### src/rtl/alu_pkg.sv
// Shared ALU definitions: data width, function codes and legality check.
package alu_pkg;

    localparam int DW = 32;
    localparam int FW = 6;

    localparam logic [FW-1:0] ADD = 6'd32;
    localparam logic [FW-1:0] SUB = 6'd34;
    localparam logic [FW-1:0] AND = 6'd36;
    localparam logic [FW-1:0] OR  = 6'd37;
    localparam logic [FW-1:0] SLT = 6'd42;

    function automatic logic is_legal(input logic [FW-1:0] fn);
        logic ok;
        ok = 1'b0;
        case (fn)
            ADD, SUB, AND, OR, SLT: ok = 1'b1;
            default:                ok = 1'b0;
        endcase
        return ok;
    endfunction

endpackage

### src/rtl/alu_rr_arbiter_rr_pick.sv
// Round-robin priority picker: scans from p upward, wrapping modulo NREQ.
module rr_pick #(
    parameter int NREQ = 4,
    parameter int IDW  = 2
) (
    input  logic [NREQ-1:0] valid,
    input  logic [IDW-1:0]  p,
    output logic [NREQ-1:0] gnt,
    output logic [IDW-1:0]  idx,
    output logic            any
);

    always_comb begin
        gnt = '0;
        idx = '0;
        any = 1'b0;
        for (int k = 0; k < NREQ; k++) begin
            int j;
            j = int'(p) + k;
            if (j >= NREQ) j = j - NREQ;
            if (!any && valid[j]) begin
                any    = 1'b1;
                idx    = j[IDW-1:0];
                gnt[j] = 1'b1;
            end
        end
    end

endmodule

### src/rtl/alu_rr_arbiter.sv
// Round-robin arbiter sharing one combinational ALU between NREQ requesters,
// with a one-entry registered result buffer tagged by requester ID.
module alu_rr_arbiter
    import alu_pkg::*;
#(
    parameter int NREQ = 4,
    parameter int IDW  = 2
) (
    input  logic               clk,
    input  logic               reset,
    input  logic [NREQ-1:0]    req_valid,
    output logic [NREQ-1:0]    req_ready,
    input  logic [NREQ*DW-1:0] req_dataA,
    input  logic [NREQ*DW-1:0] req_dataB,
    input  logic [NREQ*FW-1:0] req_signal,
    output logic [DW-1:0]      alu_dataA,
    output logic [DW-1:0]      alu_dataB,
    output logic [FW-1:0]      alu_Signal,
    output logic               alu_reset,
    input  logic [DW-1:0]      alu_dataOut,
    output logic               res_valid,
    input  logic               res_ready,
    output logic [DW-1:0]      res_data,
    output logic [IDW-1:0]     res_id,
    output logic               res_err,
    output logic [31:0]        op_count
);

    logic [IDW-1:0]  p;
    logic [IDW-1:0]  p_nxt;
    logic [NREQ-1:0] gnt;
    logic [IDW-1:0]  win;
    logic            any;
    logic            slot_free;
    logic            grant;
    logic            legal;

    rr_pick #(
        .NREQ (NREQ),
        .IDW  (IDW)
    ) u_pick (
        .valid (req_valid),
        .p     (p),
        .gnt   (gnt),
        .idx   (win),
        .any   (any)
    );

    assign alu_reset = reset;
    assign slot_free = !res_valid || res_ready;
    assign grant     = any && slot_free && !reset;
    assign req_ready = grant ? gnt : '0;
    assign legal     = is_legal(alu_Signal);

    always_comb begin
        alu_dataA  = '0;
        alu_dataB  = '0;
        alu_Signal = '0;
        if (any) begin
            alu_dataA  = req_dataA[int'(win)*DW +: DW];
            alu_dataB  = req_dataB[int'(win)*DW +: DW];
            alu_Signal = req_signal[int'(win)*FW +: FW];
        end
    end

    // Pointer moves to the slot after the winner, wrapping at NREQ.
    always_comb begin
        if (win == IDW'(NREQ - 1)) p_nxt = '0;
        else                       p_nxt = win + IDW'(1);
    end

    always_ff @(posedge clk) begin
        if (reset) begin
            res_valid <= 1'b0;
            res_data  <= '0;
            res_id    <= '0;
            res_err   <= 1'b0;
            p         <= '0;
            op_count  <= '0;
        end else if (grant) begin
            res_valid <= 1'b1;
            res_data  <= legal ? alu_dataOut : '0;
            res_id    <= win;
            res_err   <= !legal;
            p         <= p_nxt;
            op_count  <= op_count + 32'd1;
        end else if (res_valid && res_ready) begin
            res_valid <= 1'b0;
        end
    end

endmodule
### config.mk
export PLATFORM = sky130hd
export DESIGN_NAME = alu_rr_arbiter
export DESIGN_NICKNAME = d
export VERILOG_FILES = /design/src/rtl/alu_pkg.sv /design/src/rtl/alu_rr_arbiter_rr_pick.sv /design/src/rtl/alu_rr_arbiter.sv
export SDC_FILE = /design/constraint.sdc
export NUM_CORES = 1
export LEC_CHECK = 0
export CORE_AREA = 8 8 172 174
export DETAILED_ROUTE_END_ITERATION = 6
export DIE_AREA = 0 0 180 182
export PLACE_DENSITY = 0.59
export RECOVER_POWER = 25
export SLEW_MARGIN = 30
export SYNTH_ARGS = -nofsm -noshare
export SYNTH_HDL_FRONTEND = slang
export SYNTH_SLANG_ARGS = --single-unit
### constraint.sdc
create_clock -name clk -period 5.1 [get_ports clk]
set_input_delay 1.02 -clock clk [delete_from_list [all_inputs] [get_ports clk]]
set_output_delay 1.02 -clock clk [all_outputs]
set_load 0.01 [all_outputs]
; ---- Yosys cells after proc, flatten, opt, wreduce, memory -nomap -nowiden
; Cells that the tools add are included.
[word_totals]
register_bits = 70
latch_bits = 0
mem_bits_rw = 0
romBits = 0
in_bits = 319
out_inout_bits = 143
word_cells = 104
memories = 0
[classes]
add_sub_neg = 9
multipliers = 1
div = 0
n_lt_le_gt_ge = 12
n_eq_ne = 6
shifts = 3
mux = 45
bitwise_logic = 3
n_reduce_logical = 19
[op_table]
columns = cell, count
row1 = 128-bit by 8-bit variable part select with 32-bit output, 2
row2 = 32-bit 2-to-1 mux, 7
row3 = "32-bit by 1-bit >= comparator with 1-bit output, second input constant", 4
row4 = "32-bit by 4-bit less-than comparator with 1-bit output, second input constant", 4
row5 = "32-bit by 4-bit >= comparator with 1-bit output, second input constant", 3
row6 = "32-bit by 4-bit subtractor with 32-bit output, second input constant", 3
row7 = "32-bit by 1-bit adder with 32-bit output, second input constant", 1
row8 = "6-bit equality test, second input constant", 5
row9 = 24-bit by 6-bit variable part select with 6-bit output, 1
row10 = 4-bit 2-to-1 mux, 5
row11 = 1-bit 2-to-1 mux, 19
row12 = 4-bit OR, 3
row13 = 1-bit logical AND, 10
row14 = 2-bit 2-to-1 mux, 5
row15 = 1-bit binary-select mux with 2-bit select, 4
row16 = 1-bit demux with 2-bit select, 4
row17 = "2-bit by 2-bit adder with 3-bit output, second input constant", 2
row18 = 1-bit logical NOT, 6
row19 = 6-bit 2-to-1 mux, 1
row20 = 5-bit OR reduction, 1
row21 = "2-bit by 2-bit multiplier with 4-bit output, second input constant", 1
row22 = "2-bit by 3-bit subtractor with 4-bit output, second input constant", 1
row23 = "2-bit by 1-bit adder with 3-bit output, second input constant", 1
row24 = "2-bit by 3-bit >= comparator with 1-bit output, second input constant", 1
row25 = other kinds (4), 4

; ---- Depth between registers and ports, before layout
; Gate-level depths: netlist (run 1).
[depth]
word_depth = 22
ltp_mapped = 14
ltp_nobuf = 10

; ---- Cells and area by module
; From an unflattened synthesis (run 1), not the netlist that was laid out.
[unflattened]
cells_unflattened = 502
hier_area_um2 = 5357.6
[modules_own_cells]
columns = mod, n_inst, cells_per_inst, area_per_inst_um2, seq_area_each_um2
row1 = alu_rr_arbiter, 1, 454, 4897.2, 1401.3
row2 = rr_pick, 1, 48, 460.4, 0.0

; ---- Least setup slack after synthesis (run 1)
; No wires, ideal clock.
[synth_timing]
path_type = input to output
startpoint = in req_valid[1]
endpoint = out alu_dataA[10]
arrival_ps = 3530
t_required_ps = 4080
setup_slack_ps = 550
stages = 10
path_buffers = 4
path_cell_list = clkbuf_1 > mux4_2 > nor2b_1 > buf_2 > o21a_1 > nor2_2 > buf_4 > buf_4 > mux4_2 > and2_1
[synth_via]
elab_chain_len = 15
elab_cells_between_ends = 28
classes_between = shift (1) / mux (21) / reduce/logical (6)
[synth_lines]
columns = element, line_no
row1 = "start, declared", alu_rr_arbiter.sv:11  ; input logic [NREQ-1:0] req_valid,
row2 = 1-bit binary-select mux with 2-bit select, alu_rr_arbiter_rr_pick.sv:21  ; if (!any && valid[j]) begin
row3 = 1-bit 2-to-1 mux (not written as such) (2 in series), alu_rr_arbiter_rr_pick.sv:21
row4 = 1-bit 2-to-1 mux, alu_rr_arbiter_rr_pick.sv:21
row5 = 1-bit logical NOT, alu_rr_arbiter_rr_pick.sv:21
row6 = 1-bit logical AND, alu_rr_arbiter_rr_pick.sv:21
row7 = 1-bit 2-to-1 mux, alu_rr_arbiter_rr_pick.sv:21
row8 = 1-bit logical NOT, alu_rr_arbiter_rr_pick.sv:21
row9 = 1-bit logical AND, alu_rr_arbiter_rr_pick.sv:21
row10 = 1-bit 2-to-1 mux, alu_rr_arbiter_rr_pick.sv:21
row11 = 1-bit logical NOT, alu_rr_arbiter_rr_pick.sv:21
row12 = 1-bit logical AND, alu_rr_arbiter_rr_pick.sv:21
row13 = 2-bit 2-to-1 mux, alu_rr_arbiter_rr_pick.sv:21
row14 = 128-bit by 8-bit variable part select with 32-bit output, alu_rr_arbiter.sv:60  ; alu_dataA = req_dataA[int'(win)*DW +: DW];
row15 = 32-bit 2-to-1 mux *, alu_rr_arbiter.sv:59  ; if (any) begin
row16 = "end, declared", alu_rr_arbiter.sv:16  ; output logic [DW-1:0] alu_dataA,
; Every way passes the cells marked *; elsewhere a longest branch is shown, timed or not. The select of a mux whose other input is x is not followed.

; ---- Worst setup path in the final report (run 1)
[layout_timing]
startpoint = in req_valid[1]
endpoint = out alu_dataB[17]
[layout_via]
elab_chain_len = 15
elab_cells_between_ends = 28
classes_between = shift (1) / mux (21) / reduce/logical (6)
[layout_lines]
columns = element, line_no
row1 = 1-bit binary-select mux with 2-bit select, alu_rr_arbiter_rr_pick.sv:21
row2 = 1-bit 2-to-1 mux (not written as such) (2 in series), alu_rr_arbiter_rr_pick.sv:21
row3 = 1-bit 2-to-1 mux, alu_rr_arbiter_rr_pick.sv:21
row4 = 1-bit logical NOT, alu_rr_arbiter_rr_pick.sv:21
row5 = 1-bit logical AND, alu_rr_arbiter_rr_pick.sv:21
row6 = 1-bit 2-to-1 mux, alu_rr_arbiter_rr_pick.sv:21
row7 = 1-bit logical NOT, alu_rr_arbiter_rr_pick.sv:21
row8 = 1-bit logical AND, alu_rr_arbiter_rr_pick.sv:21
row9 = 1-bit 2-to-1 mux, alu_rr_arbiter_rr_pick.sv:21
row10 = 1-bit logical NOT, alu_rr_arbiter_rr_pick.sv:21
row11 = 1-bit logical AND, alu_rr_arbiter_rr_pick.sv:21
row12 = 2-bit 2-to-1 mux, alu_rr_arbiter_rr_pick.sv:21
row13 = 128-bit by 8-bit variable part select with 32-bit output, alu_rr_arbiter.sv:61  ; alu_dataB = req_dataB[int'(win)*DW +: DW];
row14 = 32-bit 2-to-1 mux *, alu_rr_arbiter.sv:59
row15 = "end, declared", alu_rr_arbiter.sv:17  ; output logic [DW-1:0] alu_dataB,
; Marks and branches as above.

==> results.rst, run 1 <==
.. list-table::
   :header-rows: 1

   * - Metric
     - Value
   * - Hold WS
     - 464 ps
   * - HPWL after DPL
     - 27.0 mm
   * - Antenna Nets Post-Route
     - 0
   * - Critical path arrival
     - 3970 ps
   * - Switching Power
     - 1.69 mW
   * - Type of the tightest min-delay check
     - flop to flop
   * - H-tree lvl count
     - 3
   * - Average wire length per cell after detail routing
     - 22.5 microns
   * - CTS clk-pin slew, worst paths
     - 60 ps
   * - Fraction of layout cells with a size suffix above 1
     - 18.2%
   * - Setup TNS
     - 0 ps
   * - Cell Area, Synth
     - 0.00607 sq mm
   * - Critical Setup Path Class
     - input port to primary output
   * - Final Hold Vio Count
     - 0
   * - Multiplexer share of the synthesized area
     - 33.1%
   * - I/O pin count
     - 462
   * - Max Clock Skew
     - 6.68 ps
   * - Proportion of power drawn by combinational gates
     - 72.2%
   * - Clk sink count
     - 70
   * - GRT Overall Usage
     - 18.5%
   * - Total wire length
     - 32.6 mm
   * - Clock network fraction of design power
     - 14.9%
   * - Horizontal extent of the die
     - 180 microns
   * - Fraction of synthesis flops using an asynchronous set or reset pin
     - 0%
   * - DRC marker count from the first detailed-route iteration
     - 324
   * - Initial Util
     - 22.8%
   * - Initial antenna violation count
     - 9
   * - Number of buffers inserted by port buffering
     - 461
   * - Worst R2R Setup Slack
     - 1280 ps
   * - Relative contribution of sequential cells to total power
     - 12.8%
   * - Placed cell area
     - 0.0113 sq mm
   * - Unique cell type count in the Yosys netlist
     - 55
   * - Maximum number of pins on one net before global-route repair
     - 61
   * - Most used flip-flop cell after synthesis
     - sky130_fd_sc_hd__dfxtp_1
   * - Internal
     - 2.95 mW
   * - Number of buffers added by the clock tree synthesis step
     - 9
   * - Number of enable flip-flop cells after synthesis
     - 0
   * - Post-Synth XOR/XNOR Area
     - 3.89%
   * - Kind of capture point of the worst setup path
     - primary output
   * - Via count
     - 6867
   * - Net count, final
     - 1420
   * - DIE AREA
     - 0.0328 sq mm
   * - Simple-Gate Fraction of Synth Area
     - 25.8%
   * - Max-cap violations
     - 0
   * - Cts hold-fix bufs
     - 0
   * - Post-layout minimum cycle time
     - 4990 ps
   * - Clock Tree Root
     - sky130_fd_sc_hd__clkbuf_16
   * - Share of the clock period used by the worst path after layout
     - 97.8%
   * - First-pass GRT wire length
     - 46.8 mm
   * - Total grt overflow
     - 0
   * - Top fanout value on the critical path
     - 9
   * - Post-synthesis compound-gate area fraction
     - 7.95%
   * - Clock tree from TritonCTS
     - built
   * - Fillers
     - 2583
   * - Average vias per placed instance
     - 4.73
   * - Maximum buffer depth of the clock tree
     - 2
   * - Warnings from Yosys
     - 0
   * - Commonest non-fill, non-tap cell in the layout
     - sky130_fd_sc_hd__clkdlybuf4s50_1
   * - Length of the first detailed-routing pass in iterations
     - 4
   * - Setup repair after global routing missed its margin
     - no
   * - Area Growth Syn to Fin
     - 94.3%
   * - Share of the yosys chip area belonging to registers
     - 23.1%
   * - Upper clock frequency limit
     - 201 MHz
   * - Number of synthesized register bits
     - 70
   * - Skew-Pair Late Insertion Delay
     - 330 ps
   * - Number of nets produced by synthesis
     - 938
   * - Measured slew at the worst slew-check pin
     - 661 ps
   * - Layout Cell Area excl Fill
     - 0.0118 sq mm
   * - Worst slew slack as a fraction of its limit
     - 55.9%
   * - Number of rows in the core area
     - 60
   * - Die boundary height
     - 182 microns
   * - Max-slew violation total from the final report
     - 0
   * - Max VDD drop
     - 0.000208 V
   * - Run status
     - completed
   * - Via count of the first global-routing pass
     - 7124
   * - Dominant combinational cell family by area after synthesis
     - multiplexers
   * - Leakage power figure
     - 4.49 nW
   * - Commonest cells after routing, fill and taps aside
     - sky130_fd_sc_hd__clkdlybuf4s50_1, sky130_fd_sc_hd__dfxtp_1, sky130_fd_sc_hd__and2_1
   * - Final Wtd Congestion
     - 0.852
   * - Mean Syn Cell Area
     - 9.89 sq um
   * - Cells after Synth
     - 614
   * - Final setup vio count
     - 0
   * - Adder-cell area share of the yosys netlist
     - 1.03%
   * - Pwr per Cell Area
     - 393 mW/mm^2
   * - Critical path startpoint category
     - input port
   * - Core area
     - 0.0267 sq mm
   * - Crit path required time
     - 4080 ps
   * - Drt drc
     - 0
   * - Share of total power consumed by net switching
     - 36.4%
[worst max-delay path, cell delays in order]
cell and delay, ps:
sky130_fd_sc_hd__dlygate4sd2_1 330, sky130_fd_sc_hd__mux4_2 560, sky130_fd_sc_hd__nand2b_1 210, sky130_fd_sc_hd__a21oi_2 220, sky130_fd_sc_hd__nor2_4 80, sky130_fd_sc_hd__buf_12 130
sky130_fd_sc_hd__clkbuf_16 150, sky130_fd_sc_hd__buf_4 130, sky130_fd_sc_hd__mux4_2 400, sky130_fd_sc_hd__and2_1 170, sky130_fd_sc_hd__clkdlybuf4s50_1 540
[per-layer routing]
metal | global-route usage (%) | vias up | routed length (microns)
met1 | 21.3 | 3268 | 12900
li1 | - | 3260 | -
met5 | 0 | - | 0
met3 | 5.29 | 32 | 2460
met4 | 6.67 | 0 | 721
met2 | 32.3 | 307 | 16500
[final timing paths]
path,startpoint,endpoint,cells after the start
setup / recovery,req_valid[1],alu_dataB[17],11
hold / removal,res_id[1],res_id[1],2
setup reg to reg,p[0],res_data[0],14
hold reg to reg,res_id[1],res_id[1],2
[synth_stat cells (5+ instances only)]
library cell	instances	area share, %
sky130_fd_sc_hd__nand2_1	31	1.9
sky130_fd_sc_hd__a21oi_1	14	1.2
sky130_fd_sc_hd__nand2b_1	8	0.82
sky130_fd_sc_hd__a22oi_1	6	0.74
sky130_fd_sc_hd__dfxtp_1	70	23
sky130_fd_sc_hd__inv_1	10	0.62
sky130_fd_sc_hd__xnor2_1	10	1.4
sky130_fd_sc_hd__mux2_2	7	1.3
sky130_fd_sc_hd__o21ai_0	14	1.2
sky130_fd_sc_hd__mux2i_1	40	6.6
sky130_fd_sc_hd__nand3_1	19	1.6
sky130_fd_sc_hd__nor3_1	15	1.2
sky130_fd_sc_hd__mux4_2	68	25
sky130_fd_sc_hd__xor2_1	17	2.5
sky130_fd_sc_hd__clkbuf_1	29	1.8
sky130_fd_sc_hd__ha_1	5	1.0
sky130_fd_sc_hd__buf_2	11	0.91
sky130_fd_sc_hd__nor2_1	51	3.2
sky130_fd_sc_hd__or3_1	7	0.72
sky130_fd_sc_hd__buf_6	5	0.93
sky130_fd_sc_hd__nand4_1	6	0.62
sky130_fd_sc_hd__and2_1	70	7.2
sky130_fd_sc_hd__buf_4	5	0.62
sky130_fd_sc_hd__and3_1	9	0.93
sky130_fd_sc_hd__nor3_2	30	4.9
sky130_fd_sc_hd__a211oi_1	5	0.62
sky130_fd_sc_hd__a221oi_1	5	0.72
[flip-flops by register name, summed over array words and instances, names as in the netlist]
signal,flops
op_count,32
res_err,1
res_data,32
res_valid,1
p,2
res_id,2
[power groups by stage]
stage / clock [mW] / sequential, mW / combinational, mW
after global routing: 0.734 / 0.599 / 3.57
after CTS: 0.716 / 0.597 / 3.28
after floorplan: 0 / 0.621 / 1.73
final: 0.692 / 0.595 / 3.35
after detailed placement: 0 / 0.609 / 3.28
after global placement: 0 / 0.607 / 3.26
[kinds of logic after synthesis]
group | count (synthesis)
buffers and inverters | 64
XOR/XNOR | 27
adder cells (fa/ha/maj) | 5
AND/OR/NAND/NOR | 265
multiplexers | 115
flip-flops | 70
AO/OA/AOI/OAI | 68
[repair_timing]
item,CTS,global route
resized for setup,16,5
gates cloned,0,2
endpoints found under the setup margin,65,55
pin swaps,0,1
buffers inserted,4,4
[through the flow]
step                power (mW)  setup WS, ps  cells  util, %
floorplan                 2.35           550    614        -
global placement          3.87         -82.2   1416     42.5
detailed placement        3.89          -131   1416     42.5
CTS                       4.60         -6.09   1436     43.8
global route              4.91          40.9   1451     44.3
finish                    4.64           113   1451     44.3
[final cells by class]
type                       count  area [sq um]  area share, %
timing repair buffer         525          5190           44.0
multi-input combinational    480          4390           37.2
sequential                    70          1400           11.9
tap                          341           427           3.61
clock buffer                   9           225           1.91
clock inverter                 7           104          0.880
inverter                      10          37.5          0.318
antenna                        9          22.5          0.191
(Power assumes the default switching activity.)
==> run 2, diff against run 1 <==
--- a/config.mk
+++ b/config.mk
@@ -7,6 +7,7 @@
 export LEC_CHECK = 0
-export CORE_AREA = 8 8 172 174
+export CORE_AREA = 8 8 171 173
 export DETAILED_ROUTE_END_ITERATION = 6
-export DIE_AREA = 0 0 180 182
-export PLACE_DENSITY = 0.59
+export DIE_AREA = 0 0 179 181
+export DONT_BUFFER_PORTS = 1
+export PLACE_DENSITY = 0.37
 export RECOVER_POWER = 25
--- a/constraint.sdc
+++ b/constraint.sdc
@@ -3,2 +3,2 @@
 set_output_delay 1.02 -clock clk [all_outputs]
-set_load 0.01 [all_outputs]
+set_load 0.05 [all_outputs]
==> results.rst, run 2 (synthesis results as in run 1) <==
.. list-table::
   :header-rows: 1

   * - Metric
     - Value
   * - Clock network fraction of design power
     - 14.6%
   * - Fillers
     - 2795
   * - Relative contribution of sequential cells to total power
     - 13.7%
   * - Critical path arrival
     - 3700 ps
   * - Commonest non-fill, non-tap cell in the layout
     - sky130_fd_sc_hd__dfxtp_1
   * - I/O pin count
     - 462
   * - Clock Tree Root
     - sky130_fd_sc_hd__clkbuf_16
   * - Total wire length
     - 28.6 mm
   * - CTS clk-pin slew, worst paths
     - 60 ps
   * - DIE AREA
     - 0.0324 sq mm
   * - Proportion of power drawn by combinational gates
     - 71.7%
   * - Max Clock Skew
     - 7.09 ps
   * - Drt drc
     - 0
   * - Initial antenna violation count
     - 11
   * - Length of the first detailed-routing pass in iterations
     - 5
   * - Upper clock frequency limit
     - 212 MHz
   * - Core area
     - 0.0265 sq mm
   * - Internal
     - 2.45 mW
   * - Net count, final
     - 939
   * - GRT Overall Usage
     - 16.2%
   * - Final Wtd Congestion
     - 0.931
   * - Layout Cell Area excl Fill
     - 0.00727 sq mm
   * - Critical path startpoint category
     - flop
   * - Max VDD drop
     - 0.000410 V
   * - DRC marker count from the first detailed-route iteration
     - 405
   * - Post-layout minimum cycle time
     - 4720 ps
   * - Pwr per Cell Area
     - 699 mW/mm^2
   * - Number of rows in the core area
     - 60
   * - Critical Setup Path Class
     - flop to primary output
   * - Number of buffers inserted by port buffering
     - 0
   * - Area Growth Syn to Fin
     - 19.7%
   * - Measured slew at the worst slew-check pin
     - 1030 ps
   * - Average vias per placed instance
     - 5.46
   * - Share of total power consumed by net switching
     - 51.7%
   * - Kind of capture point of the worst setup path
     - primary output
   * - Initial Util
     - 22.9%
   * - H-tree lvl count
     - 3
   * - Gates resized, CTS repair
     - 0
   * - HPWL after DPL
     - 24.3 mm
   * - Crit path required time
     - 4080 ps
   * - Placed Cells incl. Taps
     - 945
   * - Hold WS
     - 627 ps
   * - Placed cell area
     - 0.00691 sq mm
   * - Maximum number of pins on one net before global-route repair
     - 70
   * - Max-slew violation total from the final report
     - 0
   * - Die boundary height
     - 181 microns
   * - Skew-Pair Late Insertion Delay
     - 330 ps
   * - Commonest cells after routing, fill and taps aside
     - sky130_fd_sc_hd__dfxtp_1, sky130_fd_sc_hd__and2_1, sky130_fd_sc_hd__mux4_2
   * - Biggest registers after layout
     - op_count: 32 flops, res_data: 32 flops
   * - Worst slew slack as a fraction of its limit
     - 30.9%
   * - Cts hold-fix bufs
     - 0
   * - Type of the tightest min-delay check
     - flop to flop
   * - Final Hold Vio Count
     - 0
   * - Leakage power figure
     - 2.52 nW
   * - Setup repair after global routing missed its margin
     - no
   * - Share of the clock period used by the worst path after layout
     - 92.6%
   * - Horizontal extent of the die
     - 179 microns
   * - Number of buffers added for setup after CTS
     - 0
   * - Maximum buffer depth of the clock tree
     - 2
   * - Clock tree from TritonCTS
     - built
   * - Average wire length per cell after detail routing
     - 29.6 microns
   * - Multi-input logic area
     - 0.00438 sq mm
   * - Layout Cells excl Fill
     - 965
   * - Register area
     - 0.00140 sq mm
   * - Max-cap violations
     - 0
   * - First-pass GRT wire length
     - 38.9 mm
   * - Antenna Nets Post-Route
     - 0
   * - Clk sink count
     - 70
   * - Run status
     - completed
   * - Number of buffers added by the clock tree synthesis step
     - 9
   * - Via count of the first global-routing pass
     - 5373
   * - Final setup vio count
     - 0
   * - Total grt overflow
     - 0
   * - Setup TNS
     - 0 ps
   * - Top fanout value on the critical path
     - 69
   * - Via count
     - 5270
   * - Fraction of layout cells with a size suffix above 1
     - 29.0%
   * - Switching Power
     - 2.63 mW
==> run 2: cell count changes in the layout (fill, tap and decap cells not counted), moves of 2 or more <==
cell	previous run	this run
sky130_fd_sc_hd__dlygate4sd3_1	52	0
sky130_fd_sc_hd__buf_4	51	18
sky130_fd_sc_hd__buf_6	4	0
sky130_fd_sc_hd__dlygate4sd2_1	14	0
sky130_fd_sc_hd__clkdlybuf4s50_1	393	0
sky130_fd_sc_hd__a211oi_2	0	2
sky130_fd_sc_hd__buf_12	7	26
sky130_fd_sc_hd__clkinv_4	2	0
sky130_fd_sc_hd__a211oi_1	5	3
sky130_fd_sc_hd__diode_2	9	4
==> run 2: power by group through the flow <==
stage	Combinational, mW	Clock, mW	Sequential [mW]
2_1_floorplan	2.72	0	0.702
3_3_place_gp	3.68	0	0.712
3_5_place_dp	3.70	0	0.711
4_1_cts	3.70	0.760	0.700
5_1_grt	3.83	0.782	0.703
6_report	3.64	0.741	0.698
==> run 2: cell type report <==
cell class                 instances  area share (%)
antenna                            4           0.138
sequential                        70            19.3
inverter                          10           0.516
tap                              341            5.87
clock inverter                     6            1.58
multi-input combinational        480            60.3
clock buffer                      10            3.29
timing repair buffer              44            9.02
==> run 2: critical path: stages, from the launching register on <==
cell,delay [ps]
sky130_fd_sc_hd__dfxtp_1,330
sky130_fd_sc_hd__buf_4,380
sky130_fd_sc_hd__mux4_2,680
sky130_fd_sc_hd__nor4b_4,430
sky130_fd_sc_hd__a21o_1,140
sky130_fd_sc_hd__and2_2,190
sky130_fd_sc_hd__buf_12,280
sky130_fd_sc_hd__mux4_2,440
sky130_fd_sc_hd__and2_1,220
sky130_fd_sc_hd__buf_12,160
==> run 2: per-stage QoR <==
step / setup slack, ps / power (mW) / utilization, %
after floorplan: 360 / 3.43 / -
after global placement: 522 / 4.39 / 26.0
after detailed placement: 462 / 4.41 / 26.1
after CTS: 317 / 5.16 / 27.4
after global routing: 185 / 5.32 / 27.4
final: 380 / 5.08 / 27.4
==> run 2: per-layer routing <==
| metal | part of all wire [%] | vias to the layer above | GRT usage (%) |
|---|---|---|---|
| li1 | - | 2282 | - |
| met1 | 38 | 2603 | 19.3 |
| met2 | 49 | 349 | 27.0 |
| met3 | 12 | 34 | 5.38 |
| met4 | 2.1 | 2 | 4.86 |
| met5 | 0.046 | - | 0 |
==> run 2: worst paths after layout <==
kind,to,from,cells past startpoint,slack (ps)
worst max-delay path,alu_dataB[11],p[0],9,380
worst min-delay path,p[1],p[1],3,630
worst max register to register,res_data[31],p[0],11,1100
worst min register to register,p[1],p[1],3,630
